**config.mk**
```make
export PLATFORM = sky130hd
export DESIGN_NAME = mult_datapath_flat
export DESIGN_NICKNAME = d
export VERILOG_FILES = /design/src/rtl/mult_datapath_if.sv /design/src/rtl/mult_datapath.sv /design/src/flat_wrapper.sv
export SDC_FILE = /design/constraint.sdc
export NUM_CORES = 1
export LEC_CHECK = 0
export ABC_AREA = 1
export CORE_ASPECT_RATIO = 1.4
export CORE_MARGIN = 10
export CORE_UTILIZATION = 55
export DETAILED_ROUTE_END_ITERATION = 8
export PLACE_DENSITY = 0.73
export REMOVE_ABC_BUFFERS = 1
export SYNTH_ARGS = -nofsm -noshare
export SYNTH_HDL_FRONTEND = slang
export SYNTH_SLANG_ARGS = --single-unit
```
**constraint.sdc**
```tcl
create_clock -name clk -period 3.3 [get_ports clk]
set_input_delay 0.66 -clock clk [delete_from_list [all_inputs] [get_ports clk]]
set_output_delay 0.66 -clock clk [all_outputs]
set_load 0.02 [all_outputs]
```
**src/rtl/mult_datapath_if.sv**
```systemverilog
// mult_datapath_if: control word, operand load and status/result bundle between controller and datapath
interface mult_datapath_if #(parameter int DATA_W = 16);
  logic [15:0]         i_ctrl;
  logic                i_load;
  logic [DATA_W/2-1:0] i_a;
  logic [DATA_W/2-1:0] i_b;
  logic                paridad;
  logic                compuor;
  logic                mayor;
  logic [DATA_W-1:0]   o_result;
  modport master (output i_ctrl, i_load, i_a, i_b, input paridad, compuor, mayor, o_result);
  modport slave  (input i_ctrl, i_load, i_a, i_b, output paridad, compuor, mayor, o_result);
endinterface

```
**src/rtl/mult_datapath.sv**
```systemverilog
// mult_datapath: register file, operand muxes, 8-function ALU and registered flags for the shift-and-add multiplier
module mult_datapath #(
  parameter int DATA_W  = 16,
  parameter int OUT_REG = 5
) (
  input logic            clk,
  input logic            rst,
  mult_datapath_if.slave bus
);
  logic [DATA_W-1:0] r_q [16];
  logic [2:0]        cnt_alu;
  logic [3:0]        slc_a, slc_b, slc_reg;
  logic              w;
  logic [DATA_W-1:0] op_a, op_b, alu_y;
  logic              paridad_q, compuor_q, mayor_q;
  assign {cnt_alu, slc_a, slc_b, slc_reg, w} = bus.i_ctrl;
  assign op_a = r_q[slc_a];
  assign op_b = r_q[slc_b];
  always_comb begin
    alu_y = cnt_alu == 3'd0 ? op_a + op_b :
            cnt_alu == 3'd1 ? op_a >> 1 :
            cnt_alu == 3'd2 ? op_a - op_b :
            cnt_alu == 3'd3 ? op_a << 1 :
            cnt_alu == 3'd4 ? op_a :
            cnt_alu == 3'd5 ? op_a & op_b :
            cnt_alu == 3'd6 ? op_a | op_b :
                              op_a ^ op_b;
  end
  // load wins over the ALU write; flags track the ALU every cycle regardless
  always_ff @(posedge clk or negedge rst) begin
    if (!rst) begin
      for (int i = 0; i < 16; i++) r_q[i] <= '0;
      paridad_q <= 1'b0;
      compuor_q <= 1'b0;
      mayor_q   <= 1'b0;
    end else begin
      paridad_q <= alu_y[0];
      compuor_q <= ~|alu_y;
      mayor_q   <= op_a > op_b;
      if (bus.i_load) begin
        r_q[1] <= {{(DATA_W/2){1'b0}}, bus.i_a};
        r_q[0] <= {{(DATA_W/2){1'b0}}, bus.i_b};
        r_q[5] <= '0;
      end else if (w) begin
        r_q[slc_reg] <= alu_y;
      end
    end
  end
  assign bus.paridad  = paridad_q;
  assign bus.compuor  = compuor_q;
  assign bus.mayor    = mayor_q;
  assign bus.o_result = r_q[OUT_REG];
endmodule
```
**src/flat_wrapper.sv**
```systemverilog
// flat-port wrapper written by rule: the top's interface ports become plain ports
module mult_datapath_flat 
#(
  parameter int DATA_W  = 16,
  parameter int OUT_REG = 5
)
  (clk, rst, bus_i_ctrl, bus_i_load, bus_i_a, bus_i_b, bus_paridad, bus_compuor, bus_mayor, bus_o_result);
  mult_datapath_if #(.DATA_W(DATA_W)) bus_i ();
  input logic clk;
  input logic rst;
  input wire logic [$bits(bus_i.i_ctrl)-1:0] bus_i_ctrl;
  input wire logic [$bits(bus_i.i_load)-1:0] bus_i_load;
  input wire logic [$bits(bus_i.i_a)-1:0] bus_i_a;
  input wire logic [$bits(bus_i.i_b)-1:0] bus_i_b;
  output wire logic [$bits(bus_i.paridad)-1:0] bus_paridad;
  output wire logic [$bits(bus_i.compuor)-1:0] bus_compuor;
  output wire logic [$bits(bus_i.mayor)-1:0] bus_mayor;
  output wire logic [$bits(bus_i.o_result)-1:0] bus_o_result;
  assign bus_i.i_ctrl = bus_i_ctrl;
  assign bus_i.i_load = bus_i_load;
  assign bus_i.i_a = bus_i_a;
  assign bus_i.i_b = bus_i_b;
  assign bus_paridad = bus_i.paridad;
  assign bus_compuor = bus_i.compuor;
  assign bus_mayor = bus_i.mayor;
  assign bus_o_result = bus_i.o_result;
  mult_datapath #(.DATA_W(DATA_W), .OUT_REG(OUT_REG)) u_core (.clk(clk), .rst(rst), .bus(bus_i));
endmodule
```
==> run summary <==
flop2flop setup slack: 50 ps
CTS Sinks: 259
largest net degree at the start of global routing: 77
final net count: 2916
number of flops mapped to enable cells by yosys: 0
mux cell area share after synthesis: 0
Via density: 6.15
area occupied by registers: 0.00648 mm2
reg2reg start: u_core.bus.o_result[0]
Seq cells post-synth: 259
clk_skew: 20.6 ps
first-pass GRT wire length: 101000 um
Clock Pin Slew Worst Setup and Hold Paths: 60 ps
largest family of logic cells by synthesized area: compound AO/OA/AOI/OAI gates
status: completed
Finished Layout Cells: 3245
RePlAce Congestion: 1.03
FMAX: 307 MHz
CTS tree: built
FP Rows: 77
post-DP HPWL: 44800 um
share of cells above drive strength 1: 0.201
fillers: 2600
core area: 0.0316 mm2
post-synthesis async set-or-reset flop share: 1.00
chip width: 171 um
total routed wirelength: 68300 um
total global routing overflow: 0
Wirelength per Cell: 21.0 um
post-route clock period utilization: 0.986
simple-gate share of the synthesized area: 0.236
# Max-Cap Violations: 0
Core Util, Final: 0.717
crit-path max FO: 8
adder-cell share of the synthesized area: 0.0364
cell area after synthesis: 0.0176 mm2
post-synth top area cell: dfrtp_1
RSZ-0062 raised after global routing: true
Cell variety after synth: 40
Port Buf Inserts: 53
setup_tns: 0 ps
Antenna Nets Post-Route: 0
syn_area_per_cell: 6.79 um2
Max-slew headroom: 0.238
multi-input logic area: 0.00967 mm2
Top Ports: 54
Clock Path Buffers: 3
n_diodes: 0
die area: 0.0396 mm2
Slew Limit Fails: 0
synth warn: 0
sequential area share after synthesis: 0.368
initial antenna violation count: 0
Inst Count DP: 3167
prevailing post-synth register cell: dfrtp_1
Startpoint Class: flop
clock period minus worst slack: 3250 ps
hold_buf cts: 0
commonest non-fill, non-tap cells in the layout: nand2_1 (619), o21ai_0 (297), buf_4 (296)
Worst VDD drop: 526 uV
Lkg Pwr: 0.0108 uW
via count: 19966
CTS Root Cell: clkbuf_16
CTS buffer count: 28
compound-gate portion of the synthesized area: 0.241
GR Util All Layers: 0.322
vias in the first global route: 18613
Max H-tree Level: 1
post-synth top area share: 0.368
DRC viols: 0
Pre-antenna DRT Iters: 6
WP data required: 3720 ps
commonest non-fill, non-tap cell in the layout: nand2_1
Worst Hold Class: in -> async
Post-Synth XOR/XNOR Area: 0.00149
clock latency on the worst-skew pair: 580 ps
cell area power density: 529 mW/mm2
Final Hold Vio Count: 0
CP startpoint: u_core.bus.o_result[0]
CP endpoint kind: flop
Die Ht: 232 um
final setup violation count: 0
largest cells by area after synthesis: dfrtp_1 (37%), nand2_1 (14%), o21ai_0 (9.6%)
Mapped Cells: 2590
Crit Path Class: reg -> reg
Initial Utilization: 0.557
P&R area growth vs syn: 28.8%
CP arrival: 3680 ps
initial DRC count: 2780
worst-margin pin slew: 1140 ps
## repair_timing
action,CTS,global route
endpoints found under the setup margin,209,209
resized for setup,81,189
setup buffers,4,13
cloned,2,10
pin swaps,11,44
## power by group
part	leakage [uW]	switching, uW	internal [uW]	total, uW
sequential	0.00338	457	3850	4310
clock	0.000445	1360	1850	3210
combinational	0.00701	2600	1880	4480
## flip-flops by register name, indices dropped and copies added, names as in the netlist
register	flops
u_core.bus.mayor	1
u_core.r_q	240
u_core.bus.paridad	1
u_core.bus.o_result	16
u_core.bus.compuor	1
## Yosys cell counts (all sizes together) (2+ instances only)
master / count
nand3: 217
inv: 305
nor2: 102
dfrtp: 259
ha: 48
a21oi: 213
o21bai: 3
o22ai: 30
clkbuf: 122
fa: 2
o211ai: 82
nand2: 654
nand4: 7
buf: 81
o21ai: 397
or2: 13
xor2: 2
a22oi: 2
o221ai: 31
nor3: 11
clkinv: 2
## logic make-up (layout without fill, tap and decap cells)
kind of cell | count (synthesis) | in the layout
xor gates and xnor gates | 3 | 3
DFF | 259 | 259
AOI/OAI and AO/OA | 762 | 762
adders and majority gates | 50 | 50
and+or+nand+nor | 1006 | 1006
buffers and inverters | 510 | 770
## per-layer routing
layer  global-route usage  up-vias  part of all wire
met4                0.183        0             0.067
li1                     -     9049                 -
met2                0.534     1264              0.47
met1                0.387     9326              0.36
met5                    0        -                 0
met3               0.0563      327              0.10
## critical path: stages (launching register included)
cell	delay, ps
dfrtp_1	400
inv_2	90
a21oi_1	60
o21ai_1	120
nand2_1	90
o221ai_2	190
nand2_4	150
ha_4	200
fa_2	350
nand3_2	90
nand2_2	80
a21oi_2	160
buf_4	130
inv_1	40
nand2_1	60
nand2_2	80
o21ai_0	160
a21oi_1	100
a21oi_4	250
buf_6	190
o21ai_0	100
## area by class of cell
| cell class | instances | share of cell area |
|---|---|---|
| well taps | 395 | 0.0218 |
| clock inverters | 10 | 0.00480 |
| flip-flops and latches | 259 | 0.286 |
| inverters | 307 | 0.0515 |
| repair buffers | 414 | 0.174 |
| clock buffers | 39 | 0.0354 |
| multi-input cells | 1821 | 0.427 |
## per-stage QoR
step / hold WS (ps) / worst slack (ps) / total power (uW) / area [um2]
2_1_floorplan: 364 / -467 / 6330 / 16700
3_3_place_gp: 466 / -1130 / 8070 / 20500
3_5_place_dp: 473 / -1140 / 8190 / 20500
4_1_cts: 77.8 / -0.569 / 11500 / 21700
5_1_grt: 85.7 / -74.6 / 12600 / 22700
6_report: 33.7 / 45.8 / 12000 / 22700
## worst paths after layout
check                                        to  cells past startpoint
worst min register to register  u_core.r_q[149]                      2
worst min-delay path            u_core.r_q[190]                      1
max in group asynchronous       u_core.r_q[242]                      2
worst max register to register   u_core.r_q[42]                     20
worst max-delay path             u_core.r_q[42]                     20
min in group clk                u_core.r_q[149]                      2
Power figures use the tool's default switching activity.
